[src/rtl/uart_pkg.sv]
// uart_pkg: shared definitions for the UART blocks (tx today, rx later).
//   - uart_state_e : transmitter/receiver frame state
//   - UART_DEFAULT_CLKS_PER_BIT : default baud divisor (100 MHz / 115200)
//   - UART_PARITY_EVEN / UART_PARITY_ODD : parity mode selectors
//   - uart_parity() : parity of a payload, widest legal frame
package uart_pkg;

  localparam int unsigned UART_DEFAULT_CLKS_PER_BIT = 868;
  localparam int unsigned UART_DEFAULT_DATA_BITS    = 8;
  localparam int unsigned UART_MAX_DATA_BITS        = 9;

  localparam bit UART_PARITY_EVEN = 1'b0;
  localparam bit UART_PARITY_ODD  = 1'b1;

  typedef enum logic [2:0] {
    ST_IDLE   = 3'd0,
    ST_START  = 3'd1,
    ST_DATA   = 3'd2,
    ST_PARITY = 3'd3,
    ST_STOP   = 3'd4
  } uart_state_e;

  // Payload is zero-extended by the caller; zeros do not change the XOR.
  function automatic logic uart_parity(input logic [UART_MAX_DATA_BITS-1:0] data,
                                       input logic                          odd);
    return (^data) ^ odd;
  endfunction

endpackage : uart_pkg

[src/rtl/uart_tx_if.sv]
// uart_tx_if: producer-side handshake plus serial output of the transmitter.
//   tx_data  : payload, sampled only when the frame is accepted
//   tx_valid : producer has tx_data available
//   tx_ready : transmitter is idle and can accept a frame
//   tx       : registered serial line, idles high
//   tx_busy  : a frame is in progress
// master = producer side, slave = uart_tx side.
interface uart_tx_if #(
  parameter int unsigned DATA_BITS = 8
);

  logic [DATA_BITS-1:0] tx_data;
  logic                 tx_valid;
  logic                 tx_ready;
  logic                 tx;
  logic                 tx_busy;

  modport master (
    output tx_data,
    output tx_valid,
    input  tx_ready,
    input  tx,
    input  tx_busy
  );

  modport slave (
    input  tx_data,
    input  tx_valid,
    output tx_ready,
    output tx,
    output tx_busy
  );

endinterface : uart_tx_if

[src/rtl/uart_baud_counter.sv]
// uart_baud_counter: divides clk down to one bit period.
//   clk      : clock
//   reset    : synchronous active-high reset
//   enable   : count while high; held at zero while low
//   bit_done : high during the last clk cycle of each bit period
module uart_baud_counter
  import uart_pkg::*;
#(
  parameter int unsigned CLKS_PER_BIT = UART_DEFAULT_CLKS_PER_BIT
) (
  input  logic clk,
  input  logic reset,
  input  logic enable,
  output logic bit_done
);

  localparam int unsigned           CNT_W    = $clog2(CLKS_PER_BIT);
  localparam logic [CNT_W-1:0]      CNT_LAST = CNT_W'(CLKS_PER_BIT - 1);

  logic [CNT_W-1:0] r_count;
  logic             w_wrap;

  assign w_wrap   = (r_count == CNT_LAST);
  assign bit_done = enable && w_wrap;

  // Restarting from zero whenever disabled aligns every frame to its accept edge.
  always_ff @(posedge clk) begin
    if (reset) begin
      r_count <= '0;
    end else if (!enable || w_wrap) begin
      r_count <= '0;
    end else begin
      r_count <= r_count + CNT_W'(1);
    end
  end

endmodule : uart_baud_counter

[src/rtl/uart_tx.sv]
// uart_tx: 8N1-style serial transmitter with optional parity bit.
//   clk   : clock, all state updates on the rising edge
//   reset : synchronous active-high reset; aborts any frame in flight
//   bus   : uart_tx_if.slave (tx_data/tx_valid in, tx_ready/tx/tx_busy out)
// Frame: start(0), DATA_BITS data LSB first, optional parity, stop(1);
// each bit lasts CLKS_PER_BIT cycles. tx is registered from the current
// state, so the start bit appears on the first edge after the accept edge.
module uart_tx
  import uart_pkg::*;
#(
  parameter int unsigned CLKS_PER_BIT = UART_DEFAULT_CLKS_PER_BIT,
  parameter int unsigned DATA_BITS    = UART_DEFAULT_DATA_BITS,
  parameter bit          PARITY_EN    = 1'b0,
  parameter bit          PARITY_ODD   = UART_PARITY_EVEN
) (
  input  logic    clk,
  input  logic    reset,
  uart_tx_if.slave bus
);

  localparam int unsigned              BIT_CNT_W = $clog2(DATA_BITS);
  localparam logic [BIT_CNT_W-1:0]     LAST_BIT  = BIT_CNT_W'(DATA_BITS - 1);

  uart_state_e          r_state;
  uart_state_e          w_next_state;

  logic [DATA_BITS-1:0] r_shift;
  logic [BIT_CNT_W-1:0] r_bit_cnt;
  logic                 r_parity;
  logic                 r_tx;
  logic                 r_ready;
  logic                 r_busy;

  logic                 w_accept;
  logic                 w_bit_done;
  logic                 w_load;
  logic                 w_shift;
  logic                 w_tx_next;
  logic                 w_baud_en;

  // Baud timing: runs for every state except IDLE.
  assign w_baud_en = (r_state != ST_IDLE);

  uart_baud_counter #(
    .CLKS_PER_BIT (CLKS_PER_BIT)
  ) u_baud (
    .clk      (clk),
    .reset    (reset),
    .enable   (w_baud_en),
    .bit_done (w_bit_done)
  );

  // r_ready is only ever set in IDLE, so it doubles as the IDLE qualifier.
  assign w_accept = bus.tx_valid && r_ready;

  // State register.
  always_ff @(posedge clk) begin
    if (reset) begin
      r_state <= ST_IDLE;
    end else begin
      r_state <= w_next_state;
    end
  end

  // Next state, datapath strobes and next serial level.
  always_comb begin
    w_next_state = r_state;
    w_load       = 1'b0;
    w_shift      = 1'b0;
    w_tx_next    = 1'b1;

    case (r_state)
      ST_IDLE: begin
        if (w_accept) begin
          w_next_state = ST_START;
          w_load       = 1'b1;
        end
      end

      ST_START: begin
        w_tx_next = 1'b0;
        if (w_bit_done) begin
          w_next_state = ST_DATA;
        end
      end

      ST_DATA: begin
        w_tx_next = r_shift[0];
        if (w_bit_done) begin
          w_shift = 1'b1;
          if (r_bit_cnt == LAST_BIT) begin
            w_next_state = PARITY_EN ? ST_PARITY : ST_STOP;
          end
        end
      end

      ST_PARITY: begin
        w_tx_next = r_parity;
        if (w_bit_done) begin
          w_next_state = ST_STOP;
        end
      end

      ST_STOP: begin
        w_tx_next = 1'b1;
        if (w_bit_done) begin
          w_next_state = ST_IDLE;
        end
      end

      default: begin
        w_next_state = ST_IDLE;
      end
    endcase
  end

  // Shift register, bit counter and latched parity.
  always_ff @(posedge clk) begin
    if (reset) begin
      r_shift   <= '0;
      r_bit_cnt <= '0;
      r_parity  <= 1'b0;
    end else if (w_load) begin
      r_shift   <= bus.tx_data;
      r_bit_cnt <= '0;
      r_parity  <= uart_parity(UART_MAX_DATA_BITS'(bus.tx_data), PARITY_ODD);
    end else if (w_shift) begin
      r_shift   <= r_shift >> 1;
      r_bit_cnt <= (r_bit_cnt == LAST_BIT) ? '0 : r_bit_cnt + BIT_CNT_W'(1);
    end
  end

  // Registered outputs; ready/busy track the state being entered.
  always_ff @(posedge clk) begin
    if (reset) begin
      r_tx    <= 1'b1;
      r_ready <= 1'b0;
      r_busy  <= 1'b0;
    end else begin
      r_tx    <= w_tx_next;
      r_ready <= (w_next_state == ST_IDLE);
      r_busy  <= (w_next_state != ST_IDLE);
    end
  end

  assign bus.tx       = r_tx;
  assign bus.tx_ready = r_ready;
  assign bus.tx_busy  = r_busy;

endmodule : uart_tx

[src/flat_wrapper.sv]
// flat-port wrapper written by rule: the top's interface ports become plain ports
module uart_tx_flat import uart_pkg::*;
#(
  parameter int unsigned CLKS_PER_BIT = UART_DEFAULT_CLKS_PER_BIT,
  parameter int unsigned DATA_BITS    = UART_DEFAULT_DATA_BITS,
  parameter bit          PARITY_EN    = 1'b0,
  parameter bit          PARITY_ODD   = UART_PARITY_EVEN
)
  (clk, reset, bus_tx_data, bus_tx_valid, bus_tx_ready, bus_tx, bus_tx_busy);
  uart_tx_if #(.DATA_BITS(DATA_BITS)) bus_i ();
  input  logic clk;
  input  logic reset;
  input wire logic [$bits(bus_i.tx_data)-1:0] bus_tx_data;
  input wire logic [$bits(bus_i.tx_valid)-1:0] bus_tx_valid;
  output wire logic [$bits(bus_i.tx_ready)-1:0] bus_tx_ready;
  output wire logic [$bits(bus_i.tx)-1:0] bus_tx;
  output wire logic [$bits(bus_i.tx_busy)-1:0] bus_tx_busy;
  assign bus_i.tx_data = bus_tx_data;
  assign bus_i.tx_valid = bus_tx_valid;
  assign bus_tx_ready = bus_i.tx_ready;
  assign bus_tx = bus_i.tx;
  assign bus_tx_busy = bus_i.tx_busy;
  uart_tx #(.CLKS_PER_BIT(CLKS_PER_BIT), .DATA_BITS(DATA_BITS), .PARITY_EN(PARITY_EN), .PARITY_ODD(PARITY_ODD)) u_core (.clk(clk), .reset(reset), .bus(bus_i));
endmodule
[config.mk]
export PLATFORM = sky130hd
export DESIGN_NAME = uart_tx_flat
export DESIGN_NICKNAME = d
export VERILOG_FILES = /design/src/rtl/uart_pkg.sv /design/src/rtl/uart_tx_if.sv /design/src/rtl/uart_baud_counter.sv /design/src/rtl/uart_tx.sv /design/src/flat_wrapper.sv
export SDC_FILE = /design/constraint.sdc
export NUM_CORES = 1
export LEC_CHECK = 0
export CORE_MARGIN = 4
export CORE_UTILIZATION = 58
export CTS_CLUSTER_SIZE = 16
export DETAILED_ROUTE_END_ITERATION = 10
export PLACE_DENSITY = 0.9
export SYNTH_ARGS = -nofsm -noshare
export SYNTH_HDL_FRONTEND = slang
export SYNTH_SLANG_ARGS = --single-unit
[constraint.sdc]
create_clock -name clk -period 3.4 [get_ports clk]
set_clock_uncertainty 0.15 [all_clocks]
set_input_delay 0.51 -clock clk [delete_from_list [all_inputs] [get_ports clk]]
set_output_delay 0.51 -clock clk [all_outputs]
set_load 0.01 [all_outputs]
==> impl_metrics.py <==
metrics = {
    "clock_network": {
        "cts_buffers": 3,
        "clkLatencyLatePin_ns": 0.33,
        "path_clk_slew_ns": 0.14,
        "root_buffer": "clkbuf_4",
        "postCtsHoldBufs": 0,
        "cts_resized": 0,
        "postCtsSetupRepairBufs": 0,
        "cts_buffer_depth": 2,
        "tritoncts": "done",
        "clock_sinks": 28,
        "cts.htree.levels": 1,
    },
    "die": {
        "placementRows": 16,
        "coreArea_um2": 2020,
        "die_x_um": 54.9,
        "dieArea_um2": 3020,
        "initial_core_util": 0.632,
        "die_y_um": 54.9,
        "ios": 14,
    },
    "detailed_routing": {
        "viasPerCell": 5.63,
        "wl_per_cell_um": 13.6,
        "drt_iter0_drc": 22,
        "ant_nets": 0,
        "drtPass1Iterations": 5,
        "via_count": 1002,
        "drt-total-wl_um": 2430,
        "drc": 0,
    },
    "power": {
        "comb_power_share": 0.121,
        "switching_share": 0.232,
        "seq_power_share": 0.604,
        "p_switching_w": 0.000134,
        "clockPowerShare": 0.275,
        "vdd_drop_max_mv": 0.331,
        "p_leak_nw": 0.549,
        "p_int_w": 0.000444,
        "p_per_area_nw_per_um2": 400,
    },
    "timing": {
        "maxSlewHeadroom": 0.499,
        "holdWs_ns": 0.339,
        "tightest_slew_ns": 0.749,
        "rsz0062_at_grt": "false",
        "min_period_ns": 2.56,
        "hold_viol": 0,
        "fmax_mhz": 390,
        "finalCritPeriodShare": 0.754,
        "finalSetupViolCount": 0,
        "tns_ns": 0,
        "slew_violations": 0,
    },
    "worst_setup_path": {
        "slowest_delay_ns": 0.61,
        "crit_path_max_fanout": 12,
        "path_cells": "ha_1 > and4bb_1 > nand4_1 > or3_1 > a211oi_2",
        "r2r_slack_ns": 0.84,
        "reg2reg_depth": 5,
        "end_kind": "register",
        "critPathLaunchType": "register",
        "reg2reg_from": "u_core.u_baud.r_count[0]",
        "cp.arrival_ns": 2.67,
        "required_ns": 3.51,
        "startpoint": "u_core.u_baud.r_count[0]",
        "crit_type": "reg -> reg",
        "slowest_stage": "nand4_1",
    },
    "hold_path": {
        "hold_class": "reg -> reg",
        "worstHoldStart": "u_core.r_shift[7]",
        "holdPathStages": 2,
    },
    "synth": {
        "synth_top_flop_cell": "dfxtp_1",
        "synthDistinctLibCells": 27,
        "seq_area_frac_synth": 0.439,
        "synthesis.area_um2": 1280,
        "synthCells": 140,
        "synth_edf_count": 0,
        "avgSynthCellArea_um2": 9.12,
        "synth_nets": 154,
        "ys_ff_latch": 28,
        "ys_async_sr_fraction": 0,
        "synth_warnings": 0,
    },
    "placement": {
        "portBuffers": 13,
        "hpwlAfterDp_um": 1700,
        "gp_congestion": 0.744,
    },
    "final_layout": {
        "drive_gt1_frac": 0.0464,
        "fillers": 152,
        "post-route-util": 0.715,
        "multi_input_area_um2": 673,
        "area_growth_pct": 13.1,
        "seqCellArea_um2": 561,
        "nets": 166,
        "n_antenna_cell": 0,
    },
    "global_route": {
        "track_usage": 0.193,
        "grt_overflow": 0,
        "antenna_found_initial": 0,
        "grt_max_degree": 20,
        "grt_pass1_vias": 948,
        "grt_pass1_wl_um": 4100,
    },
    "outcome": {
        "status": "finished clean",
    },
    "job": {
        "max-cap-violations": 0,
    },
}
[cell usage in the layout, fill, tap and decap left out, drive strengths merged, types with 2 or more instances in the layout]
cell type      synthesis  routed
a211oi                10      10
a21oi                  5       5
and3                   3       3
clkbuf                 3       4
clkdlybuf4s50          0      13
dfxtp                 28      28
ha                     3       3
mux2i                  9       9
nand2                  7       7
nand3                  7       7
nand3b                 2       2
nand4                  2       2
nor2                  25      25
nor3                   7       7
nor3b                  2       2
or3                    3       3
xnor2                 13      13
xor2                   2       2
[Yosys cell counts, drive strengths merged (2+ instances only)]
master / number / area, um2
buf: 4 / 28.8
xnor2: 13 / 114
nor2: 25 / 93.8
ha: 3 / 37.5
mux2i: 9 / 90.1
nor3: 7 / 35.0
nand3b: 2 / 15.0
a21oi: 5 / 25.0
nand4: 2 / 12.5
dfxtp: 28 / 561
nor3b: 2 / 15.0
a211oi: 10 / 80.1
and3: 3 / 18.8
or3: 3 / 18.8
xor2: 2 / 17.5
nand3: 7 / 40.0
clkbuf: 3 / 11.3
nand2: 7 / 26.3
[per-layer routing]
layer	wire length (um)	part of all wire	GRT usage	vias to the layer above
li1	-	-	-	512
met1	1060	0.44	0.214	450
met2	1200	0.49	0.350	34
met3	122	0.050	0.0349	6
met4	46	0.019	0.0931	0
met5	0	0	0	-
[power by group through the flow]
stage | Clock (W) | Combinational, W | Sequential [W]
6_report | 0.000159 | 0.0000698 | 0.000350
5_1_grt | 0.000173 | 0.0000775 | 0.000351
4_1_cts | 0.000162 | 0.0000705 | 0.000349
3_5_place_dp | 0 | 0.0000698 | 0.000357
3_3_place_gp | 0 | 0.0000676 | 0.000356
2_1_floorplan | 0 | 0.0000459 | 0.000355
[worst paths after layout]
path / to
hold / removal: u_core.r_shift[7]
setup / recovery: u_core.r_bit_cnt[0]
hold reg to reg: u_core.r_shift[7]
setup reg to reg: u_core.r_bit_cnt[0]
[flip-flops by register name, indices dropped and copies added (netlist names)]
name	cells
u_core.r_bit_cnt	3
u_core.u_baud.r_count	10
u_core.bus.tx	1
u_core.r_parity	1
u_core.bus.tx_busy	1
u_core.r_shift	8
u_core.r_state	3
u_core.bus.tx_ready	1
[area by class of cell]
type / count / area share
repair buffers: 14 / 0.0952
multi-input cells: 104 / 0.466
flip-flops and latches: 28 / 0.388
clock buffers: 4 / 0.0251
inverters: 1 / 0.00260
well taps: 27 / 0.0234
[critical path: cells and delay by family (launching register included)]
| family | cells | cell delay, ns |
|---|---|---|
| AOI/OAI and AO/OA | 1 | 0.22 |
| DFF | 1 | 0.42 |
| and+or+nand+nor | 3 | 1.46 |
| adders and majority gates | 1 | 0.25 |
[cell families after synthesis]
| logic type | Yosys count | synth area share |
|---|---|---|
| adders and majority gates | 3 | 0.0294 |
| buffers and inverters | 8 | 0.0343 |
| DFF | 28 | 0.439 |
| xor gates and xnor gates | 15 | 0.103 |
| AOI/OAI and AO/OA | 16 | 0.0862 |
| and+or+nand+nor | 61 | 0.238 |
| muxes | 9 | 0.0705 |
[stage by stage]
step	setup slack, ns	power [W]	std cells	cell area [um2]
after CTS	0.874	0.000582	178	1450
final	0.835	0.000578	178	1450
after floorplan	1.65	0.000401	140	1280
after global placement	1.04	0.000423	174	1410
after detailed placement	0.900	0.000426	174	1410
after global routing	0.668	0.000602	178	1450
Note: power is estimated with default switching activity, not from simulation.
==> variant, RTL diff (config.mk and constraints unchanged) <==
`PARITY_EN` is set to 1'b0 in 2 places; all go to 1'b1.
--- a/src/rtl/uart_tx.sv
+++ b/src/rtl/uart_tx.sv
@@ -10,7 +10,7 @@
 #(
   parameter int unsigned CLKS_PER_BIT = UART_DEFAULT_CLKS_PER_BIT,
   parameter int unsigned DATA_BITS    = UART_DEFAULT_DATA_BITS,
-  parameter bit          PARITY_EN    = 1'b0,
+  parameter bit          PARITY_EN    = 1'b1,
   parameter bit          PARITY_ODD   = UART_PARITY_EVEN
 ) (
   input  logic    clk,
--- a/src/flat_wrapper.sv
+++ b/src/flat_wrapper.sv
@@ -3,7 +3,7 @@
 #(
   parameter int unsigned CLKS_PER_BIT = UART_DEFAULT_CLKS_PER_BIT,
   parameter int unsigned DATA_BITS    = UART_DEFAULT_DATA_BITS,
-  parameter bit          PARITY_EN    = 1'b0,
+  parameter bit          PARITY_EN    = 1'b1,
   parameter bit          PARITY_ODD   = UART_PARITY_EVEN
 )
   (clk, reset, bus_tx_data, bus_tx_valid, bus_tx_ready, bus_tx, bus_tx_busy);
Behaviour: same outputs for any inputs over 10 cycles, from zero or initial values and one cycle with reset high; that may be too few to reach the edited logic, so the function may still have changed.
==> variant against the original RTL <==
  * Setup slack better by 490 ps
  * Critical path depth is 1 higher
  * Power is 4.9% lower
  * Routed wire length is 0.74% lower
  * Largest power group unchanged
  * Largest cell class unchanged
  * First-iteration DRC count is 41% higher
  * Final area is 0.35% higher
  * Sequential cell count stayed put
  * Synthesized area is 0.39% higher
  * Worst hold slack worse by 4.1 ps
==> variant: results (changes against the original RTL) <==
Outcome
  • Status: completed

Place
  • Placer Congestion: 0.714 (-4.1%)
  • Area after DPL: 1430 sq um (+1.3%)
  • HPWL Detailed: 1.79 mm (+5.6%)
  • # placed instances: 174 (unchanged)
  • Port Buf Inserts: 13 (unchanged)

Clock tree
  • CTS Buf Count: 3 (unchanged)
  • Clock root cell: clkbuf_4
  • H-tree Lvls: 1 (unchanged)
  • Clock latency on the worst-skew pair: 320 ps
  • Clock Path Buffers: 2 (unchanged)
  • Post-CTS setup repair buffer count: 0 (unchanged)
  • Clock Pin Slew Worst Setup and Hold Paths: 140 ps (about the same)
  • Cts repair resizes: 0 (unchanged)

Synth
  • Synth area leaders: dfxtp_1 (44%), xnor2_1 (8.9%), mux2i_1 (7.0%)
  • Top cell type's share of synthesized area: 43.7% (-0.17 points)
  • Syn_area_per_cell: 9.23 sq um (+1.1%)
  • Mapped Nets: 153 (-0.65%)
  • Sequential area share after synthesis: 43.7% (-0.17 points)
  • Synth unique cells: 28 (+3.7%)
  • Ys Warns: 0 (unchanged)
  • Commonest cells in the netlist: dfxtp_1 (28), nor2_1 (24), xnor2_1 (13)
  • Async set-reset flop share out of synthesis: 0% (unchanged)

Route
  • WL final: 2.41 mm (-0.74%)
  • Via count: 1005 (+0.30%)
  • Via density: 5.68 (+0.87%)
  • Initial DRC Count: 31 (+41%)
  • Initial DRT Pass Iterations: 4 (-1)
  • Final antenna-violating net count: 0 (unchanged)

Power
  • Pleak: 0.550 nW (about the same)
  • Peak VDD IR: 0.000221 V (-33%)
  • P_int: 0.000419 W (-5.6%)

Worst setup path
  • Crit path DAT: 2170 ps (-500 ps)
  • Slowest CP cell: dfxtp_1
  • Reg2Reg Setup Slack: 1330 ps (+490 ps)
  • CP max FO: 12 (unchanged)
  • Largest stage delay, worst path: 400 ps (-210 ps)

Global route
  • First-pass GRT wire length: 4.31 mm (+5.2%)
  • Largest net degree at the start of global routing: 20 (unchanged)
  • Initial antenna violation count: 0 (unchanged)
  • Total Routing Usage GR: 19.9% (+0.59 points)
  • Vias in the first global route: 970 (+2.3%)

Finish
  • Antenna diode count: 0 (unchanged)
  • Largest regs: u_core.u_baud.r_count (10), u_core.r_shift (8)
  • # fillers: 156 (+2.6%)
  • Fraction of layout cells with a size suffix above 1: 4.67% (+0.031 points)
  • Final nets: 166 (unchanged)

Timing
  • Hold Slack: 335 ps (-4.06 ps)
  • Rel. slew slack: 56.3% (+6.4 points)

Min path
  • Hold Crit Class: flop to flop
==> variant: kinds of logic (layout without fill, tap and decap cells) <==
kind of cell / after synthesis / count (layout) / share of synthesized area, %
compound gates: 14 / 14 / 8.29
xor+xnor: 16 / 16 / 10.9
buf+inv: 6 / 17 / 2.05
simple gates: 62 / 62 / 24.2
fa+ha+maj: 3 / 3 / 2.93
flops: 28 / 28 / 43.7
mux: 10 / 10 / 7.90
==> variant: power by group through the flow <==
| stage | logic [W] | registers, W | clock network [W] |
|---|---|---|---|
| final | 0.0000691 | 0.000349 | 0.000132 |
| after global routing | 0.0000760 | 0.000351 | 0.000153 |
| after CTS | 0.0000696 | 0.000349 | 0.000134 |
| after detailed placement | 0.0000684 | 0.000357 | 0 |
| after global placement | 0.0000661 | 0.000356 | 0 |
| after floorplan | 0.0000422 | 0.000356 | 0 |
==> variant: final timing paths <==
| check | depth (start not counted) | endpoint | start |
|---|---|---|---|
| worst max-delay path | 6 | u_core.r_bit_cnt[0] | u_core.u_baud.r_count[0] |
| worst min-delay path | 2 | u_core.r_shift[7] | u_core.r_shift[7] |
| worst max register to register | 6 | u_core.r_bit_cnt[0] | u_core.u_baud.r_count[0] |
| worst min register to register | 2 | u_core.r_shift[7] | u_core.r_shift[7] |
==> variant: critical path: cells and delay by family, from the launching register on <==
kind	cells	cell delay [ps]
AND/OR/NAND/NOR	3	760
flip-flops	1	400
adder cells (fa/ha/maj)	1	250
buffers and inverters	1	230
AO/OA/AOI/OAI	1	210
==> variant: stage by stage <==
| stage | setup WS [ps] | utilization, % |
|---|---|---|
| floorplan | 1670 | - |
| global placement | 1270 | 70.6 |
| detailed placement | 1170 | 70.6 |
| CTS | 1300 | 71.7 |
| global route | 1170 | 71.7 |
| finish | 1330 | 71.7 |
==> variant: cell type report <==
cell class	count	area share (%)
Multi-Input combinational cell	105	48.0
Clock buffer	3	1.55
Timing Repair Buffer	14	9.49
Sequential cell	28	38.7
Tap cell	27	2.33
==> variant: layer usage <==
metal	GRT usage (%)	part of all wire (%)	routed length, um
met1	25.0	46	1110
met2	30.7	47	1130
met3	4.02	2.7	66
met4	12.6	4.4	105
met5	0	0	0
